File: config.mk
export PLATFORM = sky130hd
export DESIGN_NAME = inst_fetch
export DESIGN_NICKNAME = d
export VERILOG_FILES = /design/src/rtl/inst_fetch.sv
export SDC_FILE = /design/constraint.sdc
export NUM_CORES = 1
export LEC_CHECK = 0
export CORE_MARGIN = 5
export CORE_UTILIZATION = 25
export DETAILED_ROUTE_END_ITERATION = 10
export SLEW_MARGIN = 20
export SYNTH_ARGS = -nofsm -noshare
export SYNTH_HDL_FRONTEND = slang
export SYNTH_SLANG_ARGS = --single-unit
File: constraint.sdc
create_clock -name clk_i -period 3.9 [get_ports clk_i]
set_input_delay 0.78 -clock clk_i [delete_from_list [all_inputs] [get_ports clk_i]]
set_output_delay 0.78 -clock clk_i [all_outputs]
set_load 0.05 [all_outputs]
File: src/rtl/inst_fetch.sv
// Instruction fetch stage: in-order word reads, small {pc, instr} FIFO, decode handshake.
// Optional ebreak halt enabled by defining INST_FETCH_EBREAK_HALT_EN.
module inst_fetch #(
  parameter logic [31:0] ResetAddr = 32'h0000_0000,
  parameter int          Depth     = 2
) (
  input  logic        clk_i,
  input  logic        rst_i,
  input  logic        redirect_i,
  input  logic [31:0] redirect_pc_i,
  input  logic        instmem_ready_i,
  output logic        instmem_valid_o,
  output logic [31:0] instmem_addr_o,
  output logic [31:0] instmem_wdata_o,
  output logic [3:0]  instmem_wmask_o,
  input  logic [31:0] instmem_rdata_i,
  input  logic        instmem_rvalid_i,
  output logic        inst_valid_o,
  input  logic        inst_ready_i,
  output logic [31:0] inst_pc_o,
  output logic [31:0] inst_data_o,
  output logic        halted_o
);

  localparam int CW = $clog2(Depth + 1);
  localparam int PW = (Depth > 1) ? $clog2(Depth) : 1;
  localparam logic [31:0] Ebreak = 32'h0010_0073;

  logic          started_q;
  logic [31:0]   fetch_pc_q;
  logic [31:0]   rsp_pc_q;
  logic [CW-1:0] outst_q;
  logic [CW-1:0] drop_q;
  logic [CW-1:0] count_q;
  logic [PW-1:0] rd_ptr_q;
  logic [PW-1:0] wr_ptr_q;
  logic [31:0]   pc_mem   [Depth];
  logic [31:0]   data_mem [Depth];

  logic          halted;
  logic          pop;
  logic          push;
  logic          accept;
  logic          rsp;
  logic          issue_ok;
  logic [CW:0]   inflight;
  logic [31:0]   redir_pc;
  logic          unused_pc_bits;

  function automatic logic [PW-1:0] ptr_inc(input logic [PW-1:0] p);
    return (p == PW'(Depth - 1)) ? '0 : p + PW'(1);
  endfunction

  assign unused_pc_bits = ^redirect_pc_i[1:0];
  assign redir_pc = {redirect_pc_i[31:2], 2'b00};

  assign inst_valid_o = (count_q != '0);
  assign inst_pc_o    = pc_mem[rd_ptr_q];
  assign inst_data_o  = data_mem[rd_ptr_q];
  assign pop          = inst_valid_o & inst_ready_i;

  // A same-cycle pop frees a slot, so one word per cycle is sustained.
  assign inflight = {1'b0, outst_q} + {1'b0, count_q}
                  - {{CW{1'b0}}, pop};
  assign issue_ok = inflight < (CW + 1)'(Depth);

  assign instmem_valid_o = started_q & ~redirect_i
                         & ~halted & issue_ok;
  assign instmem_addr_o  = fetch_pc_q;
  assign instmem_wdata_o = 32'h0;
  assign instmem_wmask_o = 4'h0;

  assign accept = instmem_valid_o & instmem_ready_i;
  // Responses with nothing outstanding are stale (e.g. across reset).
  assign rsp    = instmem_rvalid_i & (outst_q != '0);
  assign push   = rsp & ~redirect_i & (drop_q == '0);

  always_ff @(posedge clk_i or posedge rst_i) begin
    if (rst_i) begin
      started_q  <= 1'b0;
      fetch_pc_q <= ResetAddr;
      rsp_pc_q   <= ResetAddr;
      outst_q    <= '0;
      drop_q     <= '0;
    end else begin
      started_q <= 1'b1;
      if (redirect_i) begin
        fetch_pc_q <= redir_pc;
        rsp_pc_q   <= redir_pc;
        outst_q    <= outst_q - CW'(rsp);
        drop_q     <= outst_q - CW'(rsp);
      end else begin
        if (accept)
          fetch_pc_q <= fetch_pc_q + 32'd4;
        if (push)
          rsp_pc_q <= rsp_pc_q + 32'd4;
        if (rsp && drop_q != '0)
          drop_q <= drop_q - CW'(1);
        outst_q <= outst_q + CW'(accept) - CW'(rsp);
      end
    end
  end

  always_ff @(posedge clk_i or posedge rst_i) begin
    if (rst_i) begin
      rd_ptr_q <= '0;
      wr_ptr_q <= '0;
      count_q  <= '0;
    end else if (redirect_i) begin
      rd_ptr_q <= '0;
      wr_ptr_q <= '0;
      count_q  <= '0;
    end else begin
      if (push)
        wr_ptr_q <= ptr_inc(wr_ptr_q);
      if (pop)
        rd_ptr_q <= ptr_inc(rd_ptr_q);
      count_q <= count_q + CW'(push) - CW'(pop);
    end
  end

  always_ff @(posedge clk_i) begin
    if (push) begin
      pc_mem[wr_ptr_q]   <= rsp_pc_q;
      data_mem[wr_ptr_q] <= instmem_rdata_i;
    end
  end

`ifdef INST_FETCH_EBREAK_HALT_EN
  logic halted_q;

  always_ff @(posedge clk_i or posedge rst_i) begin
    if (rst_i)
      halted_q <= 1'b0;
    else if (redirect_i)
      halted_q <= 1'b0;
    else if (push && instmem_rdata_i == Ebreak)
      halted_q <= 1'b1;
  end

  assign halted = halted_q;
`else
  logic unused_ebreak;

  assign unused_ebreak = ^Ebreak;
  assign halted = 1'b0;
`endif

  assign halted_o = halted;

endmodule

* Word level (Yosys, flattened, before mapping) *
Memory sizes are Yosys's and may differ from the RTL's.
Cells that the tools add are included.

cells by class
  add/subtract/negate cells = 12
  $lt $le $gt $ge = 1
  muxes and demuxes = 16
  bitwise operators = 8
  reductions and logical operators = 9

operator list
  operator               number
  $mux 32                4
  $add 32x3->32 const B  2
  $reduce_bool 2->1      7
  $mux 1                 8
  $mux 2                 4
  $and 1x1->1            7
  $sub 2x1->2            3
  $add 2x1->2            2
  $add 2x2->3            1
  $lt 3x2->1 const B     1
  $sub 3x1->3            1
  $add 1x1->1 const B    2
  $logic_not 2->1        1
  $sub 2x1->2 const B    1
  $logic_and 1x1->1      1
  $not 1->1              1

word-level totals
  flip-flop bits (word level) = 73
  memory bits (writable) = 128
  bits of input ports = 70
  output and inout bits = 135
  memories = 2

memories
  memory    depth  bits a word  read ports  clocked after memory_dff  wr ports  RTL line  text
  data_mem  2      32           1           0                         1         38        logic [31:0] data_mem [Depth];
  pc_mem    2      32           1           0                         1         37        logic [31:0] pc_mem [Depth];

* Logic depth before layout (Yosys ltp) *
  depth in word-level cells = 9
  mapped depth = 12
  mapped depth without buffers = 12

* Worst setup path before layout *
Ideal clock, no wire load.

  kind = input port to flip-flop
  from = in redirect_i
  to = mem data_mem[0][0] (enable)
  library setup time = 0.482 ns
  arrival = 3.924 ns
  data required time = 3.418 ns
  slack = -0.506 ns
  stages on the path = 4
  buffers on the path = 1
  cells stage by stage = clkinv_1 > clkbuf_1 > nand3_1 > nor2_1

on the way
  longest elaborated chain between the ends = 5

ends and longest elaborated chain
  element                       RTL line  text
  start: declaration            9         input logic redirect_i,
  $not 1->1                     76        assign push = rsp & ~redirect_i & (drop_q == '0);
  $and 1x1->1 (2 in a row)      76
  $mux 1                        123       if (push) begin
  $mux 1 (not written as such)  125       data_mem[wr_ptr_q] <= instmem_rdata_i;
  end: declaration              38

No other way between the ends.

* Worst setup path in the final report *
  from = in inst_ready_i
  to = out instmem_valid_o

on the way
  longest elaborated chain between the ends = 4

ends and longest elaborated chain
  element             RTL line  text
  start: declaration  19        input logic inst_ready_i,
  $and 1x1->1         60        assign pop = inst_valid_o & inst_ready_i;
  $sub 3x1->3         64        - {{CW{1'b0}}, pop};
  $lt 3x2->1          65        assign issue_ok = inflight < (CW + 1)'(Depth);
  $and 1x1->1         68        & ~halted & issue_ok;
  end: declaration    12        output logic instmem_valid_o,

No other way between the ends.

==> results.py <==
metrics = {
    "run_status": {
        "outcome": "finished, final reports clean",
    },
    "route": {
        "ant_nets": 0,
        "vias": 5569,
        "drtPass1Iterations": 4,
        "drt_iter0_markers": 266,
        "routed_wl_um": 21950,
        "viasPerCell": 4.344,
        "wire_per_inst_um": 17.12,
        "drc": 0,
    },
    "clocking": {
        "numCtsBuffers": 17,
        "clk_pin_slew_ns": 0.07,
        "cts_root_buf": "clkbuf_16",
        "worstSkewPairLatency_ns": 0.43,
        "cts_buffer_depth": 2,
        "clkSinkCount": 193,
        "post_cts.repair.setup_buffers": 0,
        "cts_tree": "done",
        "cts_resized": 0,
        "cts_htree_levels": 4,
        "postCtsHoldBufs": 0,
    },
    "critical_path": {
        "crit_family": "buffers and inverters",
        "crit_buf_inv": 3,
        "required_ns": 3.12,
        "cp_num_cells": 9,
        "cp-end-kind": "output port",
        "slowest_stage": "clkdlybuf4s50_1",
        "crit_arrival_ns": 2.81,
        "crit_chain": "clkdlybuf4s50_1 -> nand2_1 -> nor2_1 -> o21ai_0 -> fa_1 -> xor2_1 -> buf_4 -> and3_1 -> buf_12",
        "reg2reg_depth": 8,
        "worstPathMaxFanout": 3,
        "reg2reg_setup_slack_ns": 0.87,
        "r2r_start": "outst_q[1]",
        "worst_path_largest_cell_delay_ns": 0.50,
        "crit_type": "in2out",
        "cp-start-kind": "input port",
        "rr_endpoint": "instmem_addr_o[31]",
    },
    "pwr": {
        "sw_frac_of_total_pct": 35.48,
        "p_leak_nw": 4.064,
        "power.density_nw_per_um2": 545.7,
        "power_mw": 6.265,
        "p_int_mw": 4.042,
        "switching_power_mw": 2.223,
        "p_seq_share_pct": 40.4,
        "irDropWorstVdd_v": 0.0002926,
        "p_clk_share_pct": 28.0,
        "p_comb_share_pct": 31.7,
    },
    "global_route": {
        "grt_pass1_wl_um": 33470,
        "grt_overflow": 0,
        "grt_usage_pct": 11.15,
        "grt_start_max_net_pins": 63,
        "grt_pass1_vias": 5517,
        "antenna_found_initial": 0,
    },
    "timing": {
        "rsz0062_at_grt": "no",
        "maxSlewViolCount": 0,
        "max_freq_mhz": 278.2,
        "setup_viol": 0,
        "fin_tns_setup_ns": 0,
        "tightest_slew_ns": 0.6976,
        "worst_hold_slack_ns": 0.4738,
        "period_needed_ns": 3.594,
        "fin_worst_skew_ns": 0.009668,
        "max_slew_margin_pct": 53.49,
        "hold_violations": 0,
        "finalCritPeriodShare_pct": 92.16,
    },
    "die": {
        "die_area_um2": 38920,
        "io_pins": 205,
        "die_height_um": 197.3,
        "core_um2": 34630,
        "initial_core_util_pct": 25.33,
        "dieWidth_um": 197.3,
        "fp-row-count": 68,
    },
    "finish": {
        "area_delta_synth_final_pct": 30.92,
        "fin_nets": 894,
        "layout_common_cells": "160 x clkdlybuf4s50_1, 124 x edfxtp_1, 94 x mux2_2, 68 x dfrtp_1, 42 x conb_1",
        "drive_above_1_share_pct": 18.98,
        "layout_commonest_cell": "clkdlybuf4s50_1",
        "diodes": 0,
    },
    "yosys": {
        "syn_avg_cell_area_um2": 13.64,
        "synth_seq_cells": 193,
        "ys_warn_count": 0,
        "synth_ff_type": "edfxtp_1",
        "synth_area_um2": 8770,
        "syn_inst": 643,
        "yosysSeqAreaShare_pct": 62.15,
        "synth_top_area_share_pct": 42.46,
        "synth_edf_count": 124,
        "ys_async_sr_fraction_pct": 35.75,
        "ys_types": 54,
        "synthTopCellsByArea": "edfxtp_1 42%, dfrtp_1 20%, mux2_2 12%, buf_4 3.5%, xnor2_1 3.2%",
        "synth_top_cell_by_area": "edfxtp_1",
    },
    "flow_run": {
        "drv_cap": 0,
    },
    "min_path": {
        "hp-class": "reg2reg",
        "min_from": "rsp_pc_q[21]",
        "hold_depth": 0,
        "whs_endpoint": "pc_mem[0][21]",
    },
    "placed_design": {
        "dp_hpwl_um": 15750,
        "place_congestion": 0.7785,
        "port_buffers": 161,
    },
}
-- layer usage --
metal | GRT usage, % | share of wire [%]
met4 | 3.056 | 1.2
met5 | 0 | 0
met1 | 15.93 | 48
met2 | 16.72 | 45
met3 | 3.002 | 6.5
-- worst reg2reg max path, cell delays in order (launching register included) --
cell     delay, ns
dfrtp_1       0.42
inv_1         0.10
ha_1          0.32
fa_1          0.55
and2_1        0.18
nand3_2       0.16
or3_1         0.53
or4_1         0.54
a31oi_1       0.17
-- cell type report --
class | count | area (um^2)
clock buffers | 18 | 439.2
flip-flops and latches | 193 | 5451
repair buffers | 176 | 1784
well taps | 455 | 569.3
multi-input cells | 404 | 3005
fillers | 3448 | 23150
clock inverters | 14 | 148.9
inverters | 22 | 82.58
-- cells by family after synthesis --
logic type,after synthesis,share of synthesized area [%]
AO/OA/AOI/OAI,47,3.296
XOR/XNOR,57,5.693
adder cells (fa/ha/maj),10,1.512
buffers and inverters,86,5.465
flip-flops,193,62.15
multiplexers,96,12.30
other,2,0.08564
AND/OR/NAND/NOR,152,9.502
-- power groups by stage --
stage | sequential, mW | combinational (mW) | clock, mW
floorplan | 2.65 | 1.25 | 0
global placement | 2.57 | 1.99 | 0
detailed placement | 2.57 | 2.00 | 0
CTS | 2.53 | 2.01 | 1.83
global route | 2.56 | 2.12 | 1.91
finish | 2.53 | 1.98 | 1.75
-- cell usage after synthesis (2+ instances only) --
| master | count |
|---|---|
| dfrtp_1 | 69 |
| edfxtp_1 | 124 |
| or3_1 | 3 |
| mux2_2 | 94 |
| nand4_1 | 13 |
| and2_1 | 3 |
| buf_4 | 41 |
| clkbuf_1 | 14 |
| or4_1 | 4 |
| nand2_1 | 25 |
| buf_2 | 2 |
| a21oi_1 | 18 |
| xor2_1 | 25 |
| ha_1 | 9 |
| nor2b_1 | 2 |
| nor3_1 | 17 |
| and3_1 | 6 |
| nor4_1 | 18 |
| nor2_1 | 27 |
| or2_2 | 2 |
| and4_1 | 3 |
| inv_1 | 21 |
| xnor2_1 | 32 |
| o21ai_0 | 8 |
| nand3_1 | 18 |
| buf_1 | 7 |
| o31ai_1 | 4 |
| mux2i_1 | 2 |
| a31oi_1 | 6 |
| conb_1 | 2 |
-- sequential cells by signal, summed over array words and instances (netlist names) --
signal,flops
drop_q,2
pc_mem,60
rd_ptr_q,1
count_q,2
wr_ptr_q,1
data_mem,64
outst_q,2
started_q,1
rsp_pc_q,30
instmem_addr_o,30
-- through the flow --
step                      setup WS, ns  std cells  util, %  instance area [um^2]
after floorplan                -0.5060        683        -                  8920
after global placement          0.1894       1250    31.46                 10890
after detailed placement        0.1445       1250    31.46                 10890
after CTS                       0.2847       1282    33.16                 11480
after global routing            0.1431       1282    33.16                 11480
final                           0.3058       1282    33.16                 11480
-- how the worst max path moves through the flow --
| stage | startpoint | to | slack (ns) |
|---|---|---|---|
| after global placement | inst_ready_i | instmem_addr_o[29] | 0.19 |
| after CTS | inst_ready_i | instmem_valid_o | 0.28 |
| after floorplan | redirect_i | data_mem[0][0] | -0.51 |
| final | inst_ready_i | instmem_valid_o | 0.31 |
| after global routing | inst_ready_i | instmem_valid_o | 0.14 |
| after detailed placement | inst_ready_i | instmem_addr_o[31] | 0.14 |
No activity file was read; power rests on OpenSTA's default activity.
